==> src/rtl/alu_mp_sequencer_if.sv <==
// alu_mp_sequencer_if: control-side request/result and ALU-side a/b/cin -> result/cout signals.
// Carries the overflow flag only when ALU_MP_SEQUENCER_OVERFLOW_EN is defined.
interface alu_mp_sequencer_if #(parameter int DATA_BITS = 8, parameter int WORDS = 4);
  localparam int W = DATA_BITS * WORDS;
  logic                 start;
  logic                 op_sub;
  logic [W-1:0]         opa;
  logic [W-1:0]         opb;
  logic                 busy;
  logic                 done;
  logic [W-1:0]         result;
  logic                 carry;
  logic                 zero;
  logic [DATA_BITS-1:0] alu_a;
  logic [DATA_BITS-1:0] alu_b;
  logic                 alu_cin;
  logic [DATA_BITS-1:0] alu_result;
  logic                 alu_cout;
`ifdef ALU_MP_SEQUENCER_OVERFLOW_EN
  logic                 overflow;
`endif
  modport master (
    output start, op_sub, opa, opb, alu_result, alu_cout,
    input  busy, done, result, carry, zero, alu_a, alu_b, alu_cin
`ifdef ALU_MP_SEQUENCER_OVERFLOW_EN
    , input overflow
`endif
  );
  modport slave (
    input  start, op_sub, opa, opb, alu_result, alu_cout,
    output busy, done, result, carry, zero, alu_a, alu_b, alu_cin
`ifdef ALU_MP_SEQUENCER_OVERFLOW_EN
    , output overflow
`endif
  );
endinterface

==> src/rtl/alu_mp_sequencer.sv <==
// alu_mp_sequencer: word-serial multi-precision add/sub driving a registered ALU, LSW first.
// Define ALU_MP_SEQUENCER_OVERFLOW_EN to add the signed overflow flag.
module alu_mp_sequencer #(
  parameter int DATA_BITS = 8,
  parameter int WORDS     = 4
) (
  input logic clk,
  input logic reset_n,
  alu_mp_sequencer_if.slave bus
);
  localparam int W  = DATA_BITS * WORDS;
  localparam int IW = WORDS > 1 ? $clog2(WORDS) : 1;
  typedef enum logic [1:0] {IDLE, ISSUE, CAPTURE, DONE} state_t;
  state_t state_q, state_d;
  logic [IW-1:0] idx_q, idx_d;
  logic [WORDS-1:0][DATA_BITS-1:0] a_q, a_d, b_q, b_d, work_q, work_d;
  logic sub_q, sub_d, c_q, c_d;
  logic [W-1:0] result_q, result_d;
  logic carry_q, carry_d, zero_q, zero_d;
  logic active, last;
  logic [DATA_BITS-1:0] x;
`ifdef ALU_MP_SEQUENCER_OVERFLOW_EN
  logic ovf_q, ovf_d;
`endif
  always_ff @(posedge clk or negedge reset_n) begin
    if (!reset_n) begin
      state_q  <= IDLE;
      idx_q    <= '0;
      a_q      <= '0;
      b_q      <= '0;
      work_q   <= '0;
      sub_q    <= 1'b0;
      c_q      <= 1'b0;
      result_q <= '0;
      carry_q  <= 1'b0;
      zero_q   <= 1'b0;
`ifdef ALU_MP_SEQUENCER_OVERFLOW_EN
      ovf_q    <= 1'b0;
`endif
    end else begin
      state_q  <= state_d;
      idx_q    <= idx_d;
      a_q      <= a_d;
      b_q      <= b_d;
      work_q   <= work_d;
      sub_q    <= sub_d;
      c_q      <= c_d;
      result_q <= result_d;
      carry_q  <= carry_d;
      zero_q   <= zero_d;
`ifdef ALU_MP_SEQUENCER_OVERFLOW_EN
      ovf_q    <= ovf_d;
`endif
    end
  end
  assign last = idx_q == IW'(WORDS - 1);
  always_comb begin
    state_d  = state_q;
    idx_d    = idx_q;
    a_d      = a_q;
    b_d      = b_q;
    work_d   = work_q;
    sub_d    = sub_q;
    c_d      = c_q;
    result_d = result_q;
    carry_d  = carry_q;
    zero_d   = zero_q;
`ifdef ALU_MP_SEQUENCER_OVERFLOW_EN
    ovf_d    = ovf_q;
`endif
    case (state_q)
      IDLE: if (bus.start) begin
        a_d     = bus.opa;
        b_d     = bus.opb;
        sub_d   = bus.op_sub;
        c_d     = bus.op_sub;
        idx_d   = '0;
        state_d = ISSUE;
      end
      ISSUE: state_d = CAPTURE;
      CAPTURE: begin
        work_d[idx_q] = bus.alu_result;
        c_d           = bus.alu_cout;
        idx_d         = last ? idx_q : idx_q + IW'(1);
        state_d       = last ? DONE : ISSUE;
        // Publish on the edge into DONE so the flags are valid alongside the done pulse.
        if (last) begin
          result_d = work_d;
          carry_d  = bus.alu_cout;
          zero_d   = work_d == '0;
`ifdef ALU_MP_SEQUENCER_OVERFLOW_EN
          ovf_d    = (a_q[WORDS-1][DATA_BITS-1] == (b_q[WORDS-1][DATA_BITS-1] ^ sub_q)) &&
                     (work_d[WORDS-1][DATA_BITS-1] != a_q[WORDS-1][DATA_BITS-1]);
`endif
        end
      end
      default: state_d = IDLE;
    endcase
  end
  // The ALU only offers a+b and a+~b+1, so a chained carry is folded in by inverting X.
  assign active      = state_q == ISSUE || state_q == CAPTURE;
  assign x           = sub_q ? ~b_q[idx_q] : b_q[idx_q];
  assign bus.alu_a   = active ? a_q[idx_q] : '0;
  assign bus.alu_b   = active ? (c_q ? ~x : x) : '0;
  assign bus.alu_cin = active & c_q;
  assign bus.busy    = active;
  assign bus.done    = state_q == DONE;
  assign bus.result  = result_q;
  assign bus.carry   = carry_q;
  assign bus.zero    = zero_q;
`ifdef ALU_MP_SEQUENCER_OVERFLOW_EN
  assign bus.overflow = ovf_q;
`endif
endmodule

==> src/flat_wrapper.sv <==
// flat-port wrapper written by rule: the top's interface ports become plain ports
module alu_mp_sequencer_flat 
#(
  parameter int DATA_BITS = 8,
  parameter int WORDS     = 4
)
  (clk, reset_n, bus_start, bus_op_sub, bus_opa, bus_opb, bus_alu_result, bus_alu_cout, bus_busy, bus_done, bus_result, bus_carry, bus_zero, bus_alu_a, bus_alu_b, bus_alu_cin);
  alu_mp_sequencer_if #(.DATA_BITS(DATA_BITS), .WORDS(WORDS)) bus_i ();
  input logic clk;
  input logic reset_n;
  input wire logic [$bits(bus_i.start)-1:0] bus_start;
  input wire logic [$bits(bus_i.op_sub)-1:0] bus_op_sub;
  input wire logic [$bits(bus_i.opa)-1:0] bus_opa;
  input wire logic [$bits(bus_i.opb)-1:0] bus_opb;
  input wire logic [$bits(bus_i.alu_result)-1:0] bus_alu_result;
  input wire logic [$bits(bus_i.alu_cout)-1:0] bus_alu_cout;
  output wire logic [$bits(bus_i.busy)-1:0] bus_busy;
  output wire logic [$bits(bus_i.done)-1:0] bus_done;
  output wire logic [$bits(bus_i.result)-1:0] bus_result;
  output wire logic [$bits(bus_i.carry)-1:0] bus_carry;
  output wire logic [$bits(bus_i.zero)-1:0] bus_zero;
  output wire logic [$bits(bus_i.alu_a)-1:0] bus_alu_a;
  output wire logic [$bits(bus_i.alu_b)-1:0] bus_alu_b;
  output wire logic [$bits(bus_i.alu_cin)-1:0] bus_alu_cin;
  assign bus_i.start = bus_start;
  assign bus_i.op_sub = bus_op_sub;
  assign bus_i.opa = bus_opa;
  assign bus_i.opb = bus_opb;
  assign bus_i.alu_result = bus_alu_result;
  assign bus_i.alu_cout = bus_alu_cout;
  assign bus_busy = bus_i.busy;
  assign bus_done = bus_i.done;
  assign bus_result = bus_i.result;
  assign bus_carry = bus_i.carry;
  assign bus_zero = bus_i.zero;
  assign bus_alu_a = bus_i.alu_a;
  assign bus_alu_b = bus_i.alu_b;
  assign bus_alu_cin = bus_i.alu_cin;
  alu_mp_sequencer #(.DATA_BITS(DATA_BITS), .WORDS(WORDS)) u_core (.clk(clk), .reset_n(reset_n), .bus(bus_i));
endmodule
==> config.mk <==
export PLATFORM = sky130hd
export DESIGN_NAME = alu_mp_sequencer_flat
export DESIGN_NICKNAME = d
export VERILOG_FILES = /design/src/rtl/alu_mp_sequencer_if.sv /design/src/rtl/alu_mp_sequencer.sv /design/src/flat_wrapper.sv
export SDC_FILE = /design/constraint.sdc
export NUM_CORES = 1
export LEC_CHECK = 0
export BUFFER_PORTS_ARGS = -buffer_cell sky130_fd_sc_hd__buf_4
export CORE_MARGIN = 3
export CORE_UTILIZATION = 40
export CTS_CLUSTER_DIAMETER = 150
export DETAILED_ROUTE_END_ITERATION = 7
export GPL_TIMING_DRIVEN = 0
export MAX_ROUTING_LAYER = met4
export PLACE_DENSITY = 0.64
export SLEW_MARGIN = 20
export SYNTH_ARGS = -nofsm -noshare
export SYNTH_HDL_FRONTEND = slang
export SYNTH_SLANG_ARGS = --single-unit
==> constraint.sdc <==
create_clock -name clk -period 3.22 [get_ports clk]
set_input_delay 0.161 -clock clk [delete_from_list [all_inputs] [get_ports clk]]
set_output_delay 0.161 -clock clk [all_outputs]
set_load 0.01 [all_outputs]
==> flow_metrics.tcl <==
set metrics [dict create \
    status "completed" \
    hold_path.class "in2reg" \
    die_w_um 127 \
    core-area_um2 14000 \
    cp_cell_sequence "inv_1 -> ha_1 -> clkbuf_1 -> and2_1 -> buf_4" \
    critPathSlowestCell "ha_1" \
    avgViaCountPerCell 5.02 \
    finalHoldViolations 0 \
    wl_um 14600 \
    synth_edf_count 0 \
    ys_seq_area_share_pct 54.9 \
    num-nets-final 742 \
    synth.most_common_cell "dfrtp_1" \
    ant_nets 0 \
    clk_latency_ns 0.42 \
    syn-cell-area_um2 5830 \
    period_needed_ns 2.32 \
    fin_area_um2 8360 \
    async_reset_ff_share_pct 100 \
    syn_nets 528 \
    critical_path_class "reg2out" \
    max_stage_delay_ns 0.47 \
    num_rows 43 \
    path_max_fanout 10 \
    power_density_nw_per_um2 1040 \
    gp_congestion 0.742 \
    grt_antenna_before_repair 0 \
    drv_cap 0 \
    vias 4275 \
    cts_root_buf "clkbuf_16" \
    synthToLayoutAreaGrowth_pct 43.5 \
    grt_pass1_wl_um 24100 \
    cts_resized 0 \
    final_cells 851 \
    synth_seq_cells 128 \
    syn_avg_cell_area_um2 13.1 \
    cts_buffers 17 \
    route.detailed.drc 0 \
    grt.overflow.total 0 \
    dpl.cell_count 752 \
    max-slew-margin-rel_pct 61.5 \
    finalSetupViolCount 0 \
    setup_tns_ns 0 \
    finalPower_mw 8.71 \
    yosys-top-cells-count "dfrtp_1 (128), mux2_2 (89), nand2_1 (61), o21ai_0 (28), mux2i_1 (24)" \
    dpl-instance-area_um2 7040 \
    die_y_um 127 \
    dp_slack_ns 0.935 \
    dp_hpwl_um 9720 \
    irDropWorstVdd_mv 0.627 \
    grt_pass1_vias 4637 \
    cts_tree "yes" \
    numClockSinks 128 \
    clkSlewWorstSetupHoldPaths_ns 0.06 \
    die_area_um2 16100 \
    synth_top_area_share_pct 54.9 \
    first_pass_iters 5 \
    synthesis.instances 444 \
    clock_path_buffers 2 \
    initial_core_util_pct 41.5 \
    rsz0062_at_grt "false" \
    worst_slew_pin_slew_ns 0.577 \
    p_leak_nw 3.81 \
    wire_per_inst_um 17.1 \
    path_buf_inv 3 \
    drive_gt1_share_pct 42.0 \
    clock_skew_ns 0.00555 \
    postLayoutSetupSlackWorst_ns 0.898 \
    synth_top_area_cell "dfrtp_1" \
    post-route-util_pct 59.6 \
    synth_flop_cell "dfrtp_1" \
    worstSetupEndpointType "output pin" \
    synth_cell_type_count 31 \
    num_io_pins 130 \
    hold_ws_ns 0.0317 \
    critPathArrivalTime_ns 2.16 \
    grt_max_degree 74 \
    final_max_slew_viol_count 0 \
    fmax_ghz 0.431 \
    cp-start-kind "flip-flop" \
    path_delay_family "buffers and inverters" \
    antenna_cells 0 \
    synth.area.top_cells "dfrtp_1 (55%), mux2_2 (17%), mux4_2 (5.4%)" \
    numPortBuffers 127 \
    worstPathRequired_ns 3.06 \
    drt_iter0_markers 173 \
    ys_warn_count 0 \
    htreeDepth 4 \
    track_usage_pct 19.7 \
    final.period_utilization_pct 72.1 \
]
cell usage in the layout, fill, tap and decap left out, types with 14 or more instances in the layout:
cell,n
dfrtp_1,128
buf_4,127
mux2_2,89
dlygate4sd3_1,67
nand2_1,61
o21ai_0,28
mux2i_1,24
and2_1,19
clkbuf_16,17
buf_2,16
mux4_2,14
sequential cells by signal, summed over array words and instances (netlist names):
name / cells
u_core.state_q: 2
u_core.bus.result: 32
u_core.work_q: 24
u_core.b_q: 32
u_core.c_q: 1
u_core.a_q: 32
u_core.bus.zero: 1
u_core.sub_q: 1
u_core.bus.carry: 1
u_core.idx_q: 2
timing repair:
action                    CTS  global route
hold endpoints to repair  138             0
hold buffers               67             0
buffers inserted            0             0
final cells by class:
class | instances | area, um^2
Inverter | 5 | 18.8
Sequential cell | 128 | 3200
Fill cell | 1094 | 5680
Clock inverter | 10 | 155
Timing Repair Buffer | 195 | 1660
Clock buffer | 22 | 494
Buffer | 26 | 129
Tap cell | 180 | 225
Multi-Input combinational cell | 285 | 2480
where the power goes:
group	leakage (nW)	internal, mW	total, mW	switching [mW]
Combinational	1.98	2.11	3.71	1.60
Clock	0.318	1.39	2.08	0.687
Sequential	1.51	2.44	2.92	0.485
Total	3.81	5.94	8.71	2.77
worst register-to-register path: stages (launching register included):
cell      delay [ns]
dfrtp_1         0.40
clkbuf_1        0.48
inv_1           0.13
ha_1            0.25
buf_2           0.22
nand2_1         0.29
mux2_2          0.38
path summary, 6_finish.rpt:
check | from | endpoint | slack [ns] | cells after the start
worst max register to register | u_core.idx_q[1] | u_core.work_q[10] | 0.95 | 6
max in group asynchronous | reset_n | u_core.b_q[28] | 2.24 | 3
worst max-delay path | u_core.state_q[0] | bus_alu_a[0] | 0.90 | 5
worst min register to register | u_core.bus.result[25] | u_core.bus.result[25] | 0.47 | 2
worst min-delay path | bus_alu_result[5] | u_core.bus.result[29] | 0.03 | 3
min in group asynchronous | reset_n | u_core.bus.result[15] | 0.31 | 2
metal layers:
metal,share of wire (%),GRT usage [%]
met1,42,23.2
met2,50,32.7
met5,0,-
met3,6.1,5.98
met4,1.8,6.18
cell families (layout without fill, tap and decap cells):
| kind of cell | Yosys count | count (layout) | share of synthesized area [%] |
|---|---|---|---|
| AO/OA/AOI/OAI | 43 | 43 | 4.08 |
| XOR/XNOR | 9 | 9 | 1.67 |
| adder cells (fa/ha/maj) | 7 | 7 | 1.50 |
| buffers and inverters | 31 | 258 | 2.53 |
| flip-flops | 128 | 128 | 54.9 |
| multiplexers | 129 | 129 | 27.6 |
| AND/OR/NAND/NOR | 97 | 97 | 7.66 |
Power figures use the tool's default switching activity.
